==> src/rtl/my_cla.sv <==
// ---------------------------------------------------------------------------
// my_cla : 4-bit carry-lookahead adder slice with registered outputs.
//
// Computes the modulo-16 sum of A + B + CIN in flat lookahead form, with no
// ripple chain. It also computes the group generate / group propagate pair,
// so several slices can sit under a second-level lookahead unit. All outputs
// are captured on the rising CLK edge, giving a 1-cycle latency. A new
// operand set is accepted every cycle.
//
// Ports:
//   CLK   in   1  clock, outputs update on the rising edge
//   RST   in   1  asynchronous reset, active-high (clears all outputs)
//   A     in   4  operand A, unsigned
//   B     in   4  operand B, unsigned
//   CIN   in   1  carry into bit 0
//   S     out  4  registered sum, (A+B+CIN) mod 16
//   Gg    out  1  registered group generate (independent of CIN)
//   Pg    out  1  registered group propagate (independent of CIN)
//   COUT  out  1  registered carry-out, only when MY_CLA_COUT_EN is defined
//
// Build option:
//   MY_CLA_COUT_EN - adds the COUT port, equal to Gg | (Pg & CIN).
// ---------------------------------------------------------------------------
module my_cla (
    input  logic       CLK,
    input  logic       RST,
    input  logic [3:0] A,
    input  logic [3:0] B,
    input  logic       CIN,
    output logic [3:0] S,
    output logic       Gg,
    output logic       Pg
`ifdef MY_CLA_COUT_EN
    ,
    output logic       COUT
`endif
);

    // Per-bit generate/propagate and internal carries
    logic [3:0] g_s;
    logic [3:0] p_s;
    logic [3:0] c_s;

    // Next-state values for the output registers
    logic [3:0] s_d;
    logic       gg_d;
    logic       pg_d;

    // Output registers
    logic [3:0] s_q;
    logic       gg_q;
    logic       pg_q;

`ifdef MY_CLA_COUT_EN
    logic       cout_d;
    logic       cout_q;
`endif

    // Per-bit terms. Propagate is XOR, not OR. This makes Gg and Pg mutually
    // exclusive, and lets the same p feed the sum.
    always_comb begin
        g_s = A & B;
        p_s = A ^ B;
    end

    // Carries, expanded two-level so no carry depends on another carry
    always_comb begin
        c_s    = 4'b0000;
        c_s[0] = CIN;
        c_s[1] = g_s[0]
               | (p_s[0] & CIN);
        c_s[2] = g_s[1]
               | (p_s[1] & g_s[0])
               | (p_s[1] & p_s[0] & CIN);
        c_s[3] = g_s[2]
               | (p_s[2] & g_s[1])
               | (p_s[2] & p_s[1] & g_s[0])
               | (p_s[2] & p_s[1] & p_s[0] & CIN);
    end

    // Sum bits and group terms. The group terms deliberately exclude CIN,
    // because the next lookahead level supplies the slice carry itself.
    always_comb begin
        s_d  = p_s ^ c_s;
        gg_d = g_s[3]
             | (p_s[3] & g_s[2])
             | (p_s[3] & p_s[2] & g_s[1])
             | (p_s[3] & p_s[2] & p_s[1] & g_s[0]);
        pg_d = p_s[3] & p_s[2] & p_s[1] & p_s[0];
    end

`ifdef MY_CLA_COUT_EN
    // Slice carry-out, formed from the group terms and the local carry-in
    always_comb begin
        cout_d = gg_d | (pg_d & CIN);
    end
`endif

    // Output registers. Reset clears them at once and discards any result
    // in flight.
    always_ff @(posedge CLK or posedge RST) begin
        if (RST) begin
            s_q  <= 4'b0000;
            gg_q <= 1'b0;
            pg_q <= 1'b0;
`ifdef MY_CLA_COUT_EN
            cout_q <= 1'b0;
`endif
        end else begin
            s_q  <= s_d;
            gg_q <= gg_d;
            pg_q <= pg_d;
`ifdef MY_CLA_COUT_EN
            cout_q <= cout_d;
`endif
        end
    end

    // Drive the ports straight from the registers
    assign S  = s_q;
    assign Gg = gg_q;
    assign Pg = pg_q;
`ifdef MY_CLA_COUT_EN
    assign COUT = cout_q;
`endif

endmodule

==> config.mk <==
export PLATFORM = sky130hd
export DESIGN_NAME = my_cla
export DESIGN_NICKNAME = d
export VERILOG_FILES = /design/src/rtl/my_cla.sv
export SDC_FILE = /design/constraint.sdc
export NUM_CORES = 1
export LEC_CHECK = 0
export CORE_AREA = 2 2 39 41
export DETAILED_ROUTE_END_ITERATION = 10
export DIE_AREA = 0 0 41 43
export PLACE_DENSITY_LB_ADDON = 0.05
export SYNTH_ARGS = -nofsm -noshare
export SYNTH_HDL_FRONTEND = slang
export SYNTH_SLANG_ARGS = --single-unit
==> constraint.sdc <==
create_clock -name CLK -period 0.8 [get_ports CLK]
set_input_delay 0.16 -clock CLK [delete_from_list [all_inputs] [get_ports CLK]]
set_output_delay 0.16 -clock CLK [all_outputs]
set_load 0.005 [all_outputs]
# ---- Word level (Yosys, flattened, before mapping)
# Index checks and enable logic that the tools add are counted.
dict set report op_classes {
  addsub 0
  n_mul 0
  n_div 0
  order_cmp 0
  eq_ne 0
  shifts 0
  n_mux 0
  n_bitwise 27
  reduce_logical 0
}
# cell n
set op_table {}
lappend op_table {{1-bit bitwise AND} 15}
lappend op_table {{1-bit OR} 9}
lappend op_table {{4-bit XOR} 2}
lappend op_table {{4-bit bitwise AND} 1}
dict set report word_totals {
  register_bits 6
  latchBits 0
  mem_bits_rw 0
  romBits 0
  output_inout_bits 6
  elab_cells 30
  mem_count 0
}

# ---- Logic depth before layout (Yosys ltp)
dict set report logic_depth {
  word_depth 6
  depth_mapped 4
}

# ---- Worst setup path before layout
# OpenSTA, ideal clock, no wires.
dict set report synth_timing {
  kind {input-to-reg}
  from {input A[2]}
  to {register s_q[3], in the netlist S[3]}
  t_arrival_ns 0.913
  t_required_ns 0.677
  setup_slack_ns -0.236
  cell_stages 4
  path_buffers 0
  path_cell_list {ha_1 > a21oi_1 > nand3_1 > xor2_1}
}
dict set report synth_via {
  elab_chain_cells 6
  word_cells_on_any_way 11
}
# item line
set synth_rtl {}
lappend synth_rtl {{start: declaration} 27} ;# input logic [3:0] A,
lappend synth_rtl {{4-bit XOR} 63} ;# p_s = A ^ B;
lappend synth_rtl {{1-bit bitwise AND (on tied branches)} {76, 77, 78}}
lappend synth_rtl {{1-bit OR, or another cell as far along} 76} ;# | (p_s[2] & g_s[1])
lappend synth_rtl {{1-bit OR / 1-bit bitwise AND (equally long branches)} {77, 78}}
lappend synth_rtl {{1-bit OR (*)} 78} ;# | (p_s[2] & p_s[1] & p_s[0] & CIN);
lappend synth_rtl {{4-bit XOR (*)} 84} ;# s_d = p_s ^ c_s;
lappend synth_rtl {{via s_d[3]} 45} ;# logic [3:0] s_d;
lappend synth_rtl {{end signal: assignment} 103} ;# s_q <= 4'b0000;
lappend synth_rtl {{end signal: assignment} 110} ;# s_q <= s_d;
lappend synth_rtl {{end: declaration} 50} ;# logic [3:0] s_q;
# Mark *: on every way through the listed nets, which the timed path passes. The rest lies on a longest branch.

# ---- Final worst setup path
dict set report layout_timing {
  from {register s_q[2], in the netlist S[2]}
  to {output S[2]}
}
# item line
set layout_lines {}
lappend layout_lines {{end: declaration} 30} ;# output logic [3:0] S,
# No word-level cell between the ends.

==> results.sh <==
export IMPL_dp_slack_ps=-708
export IMPL_fin_ws_ps=-72.3
export IMPL_p_int_w=0.000693
export IMPL_synthToLayoutAreaGrowth_pct=83.8
export IMPL_worstPathArrival_ps=710
export IMPL_crit_type="flop to primary output"
export IMPL_cts_buffers=3
export IMPL_nNetsFinal=69
export IMPL_period_share=1.09
export IMPL_hold_slack_ps=126
export IMPL_critical_path_cell_chain="buf_2"
export IMPL_total_power_w=0.000927
export IMPL_wl_per_cell_um=9.75
export IMPL_grt_pass1_vias=281
export IMPL_p_switching_w=0.000234
export IMPL_cts_path_max_buffers=2
export IMPL_drive_gt1_frac=0.608
export IMPL_vias=274
export IMPL_setup_tns_ps=-396
export IMPL_final_min_clock_period_ps=872
export IMPL_ios=17
export IMPL_netlist_instances=28
export IMPL_path_buf_inv=1
export IMPL_vias_per_cell=4.09
export IMPL_worstMarginPinSlew_ps=216
export IMPL_finalMaxSlewViolations=0
export IMPL_critPathMaxFanout=1
export IMPL_startpoint_type="flop"
export IMPL_antennaDiodeCount=0
export IMPL_violations="negative setup slack"
export IMPL_clockPowerShare=0.293
export IMPL_rsz0062_at_grt="yes"
export IMPL_critPathCaptureType="primary output"
export IMPL_clkSlewWorstSetupHoldPaths_ps=40
export IMPL_root_buffer="clkbuf_4"
export IMPL_io_buffers=16
export IMPL_place_hpwl_um=559
export IMPL_status="complete, but fails checks"
export IMPL_cts_tree="built"
export IMPL_cts_sinks=6
export IMPL_initial_core_util=0.234
export IMPL_irDropWorstVdd_mv=0.443
export IMPL_comb_power_share=0.320
export IMPL_h_tree_depth=1
export IMPL_gr_total_overflow=0
export IMPL_synth_avg_cell_area_um2=11.6
export IMPL_final_setup_viol_count=6
export IMPL_relSlewSlack=0.856
export IMPL_routed_wirelength_um=653
export IMPL_cpLargestDelayFamily="flip-flops"
export IMPL_fp_dieArea_um2=1760
export IMPL_slowest_stage="dfrtp_1"
export IMPL_p_sw_frac=0.253
export IMPL_hold_class="input pin to asynchronous set/reset pin"
export IMPL_pwr_share_seq=0.387
export IMPL_p_leak_nw=0.295
export IMPL_row_count=14
export IMPL_synth_cell_type_count=13
export IMPL_worstPathRequired_ps=640
export IMPL_place_congestion=0.730
export IMPL_fmax_ghz=1.15
export IMPL_grt_pass1_wl_mm=1.10
export IMPL_die_h_um=43
export IMPL_antenna_found_initial=0
export IMPL_grt_max_degree=7
export IMPL_groute_usage_overall=0.0959
export IMPL_core_um2=1380
export IMPL_ant_nets=0
export IMPL_drcViolationCount=0
export IMPL_first_iter_violations=1
export IMPL_drt_pass1_iter_count=3
export IMPL_die_w_um=41
export IMPL_syn_nets=44
export IMPL_placedCellCount=64
export IMPL_finalHoldViolations=0
export IMPL_ys_seq_area_frac=0.463
export IMPL_maxCapViolCount=0
export IMPL_synth_cell_area_um2=324
export IMPL_ys_seq_elements=6
export IMPL_max_stage_delay_ps=350
export IMPL_instances_no_fill=67
export IMPL_hold_buffers=0
export IMPL_yosys_warnings=0
export IMPL_power_density_nw_per_um2=1560
-- worst max path at each step --
stage                           to  slack (ps)  cells past startpoint            from
floorplan           S[3]$_DFF_PP0_         -70                      4            A[2]
global placement    S[0]$_DFF_PP0_        -680                      4             CIN
detailed placement  S[0]$_DFF_PP0_        -710                      4             CIN
CTS                           S[2]         -90                      1  S[2]$_DFF_PP0_
global route                  S[2]        -110                      1  S[2]$_DFF_PP0_
finish                        S[2]         -70                      1  S[2]$_DFF_PP0_
-- stage by stage --
| step | cell area (um^2) | utilization |
|---|---|---|
| finish | 596 | 0.430 |
| floorplan | 388 | - |
| CTS | 569 | 0.411 |
| global placement | 598 | 0.432 |
| global route | 596 | 0.430 |
| detailed placement | 598 | 0.432 |
-- power groups by stage --
stage          combinational, W  clock [W]  sequential, W
3_3_place_gp           0.000336          0       0.000365
4_1_cts                0.000284   0.000288       0.000359
3_5_place_dp           0.000340          0       0.000366
5_1_grt                0.000335   0.000302       0.000363
2_1_floorplan          0.000131          0       0.000374
6_report               0.000297   0.000272       0.000359
-- cell type report --
| cell class | count | area [um^2] |
|---|---|---|
| clock buffers | 3 | 22.5 |
| fillers | 138 | 788 |
| inverters | 5 | 26.3 |
| multi-input cells | 17 | 229 |
| flip-flops and latches | 6 | 150 |
| well taps | 16 | 20.0 |
| repair buffers | 20 | 148 |
-- flip-flops by register name, summed over array words and instances, names as in the netlist --
signal  count
Gg          1
Pg          1
S           4
-- placed cells by master (no fill, tap or decap), drive strengths merged --
master         synthesis  routed
inv                    5       5
clkdlybuf4s50          0       1
xnor2                  2       2
dfrtp                  6       6
ha                     4       4
clkbuf                 0       5
a21o                   2       2
dlygate4sd2            0       2
nand2                  1       1
nand4                  1       1
and4                   1       1
nand3                  2       2
xor2                   1       1
a21oi                  2       2
buf                    0      15
fa                     1       1
-- routing by layer --
metal	global-route usage	routed length (um)	up-vias	share of wire
li1	-	-	139	-
met4	0.0800	14	0	0.021
met3	0.0157	78	2	0.12
met1	0.101	218	120	0.33
met2	0.153	341	13	0.52
met5	0	0	-	0
-- synthesized netlist by cell type, drive strengths merged --
master / n / area, um^2
inv: 5 / 18.8
xnor2: 2 / 17.5
and4: 1 / 10.0
fa: 1 / 20.0
nand4: 1 / 6.26
nand2: 1 / 3.75
nand3: 2 / 10.0
dfrtp: 6 / 150
a21oi: 2 / 13.8
ha: 4 / 50.1
xor2: 1 / 8.76
a21o: 2 / 15.0
-- timing repair --
item | 4_1_cts | 5_1_grt
resized for setup | 54 | 9
pin swaps | 10 | 7
setup buffers | 0 | 0
endpoints found under the setup margin | 12 | 9
-- cells by family after synthesis --
group / Yosys count / share of synthesized area
xor gates and xnor gates: 3 / 0.0811
buffers and inverters: 5 / 0.0579
and+or+nand+nor: 5 / 0.0927
adders and majority gates: 5 / 0.216
AOI/OAI and AO/OA: 4 / 0.0888
DFF: 6 / 0.463
No activity file was read; power rests on OpenSTA's default activity.
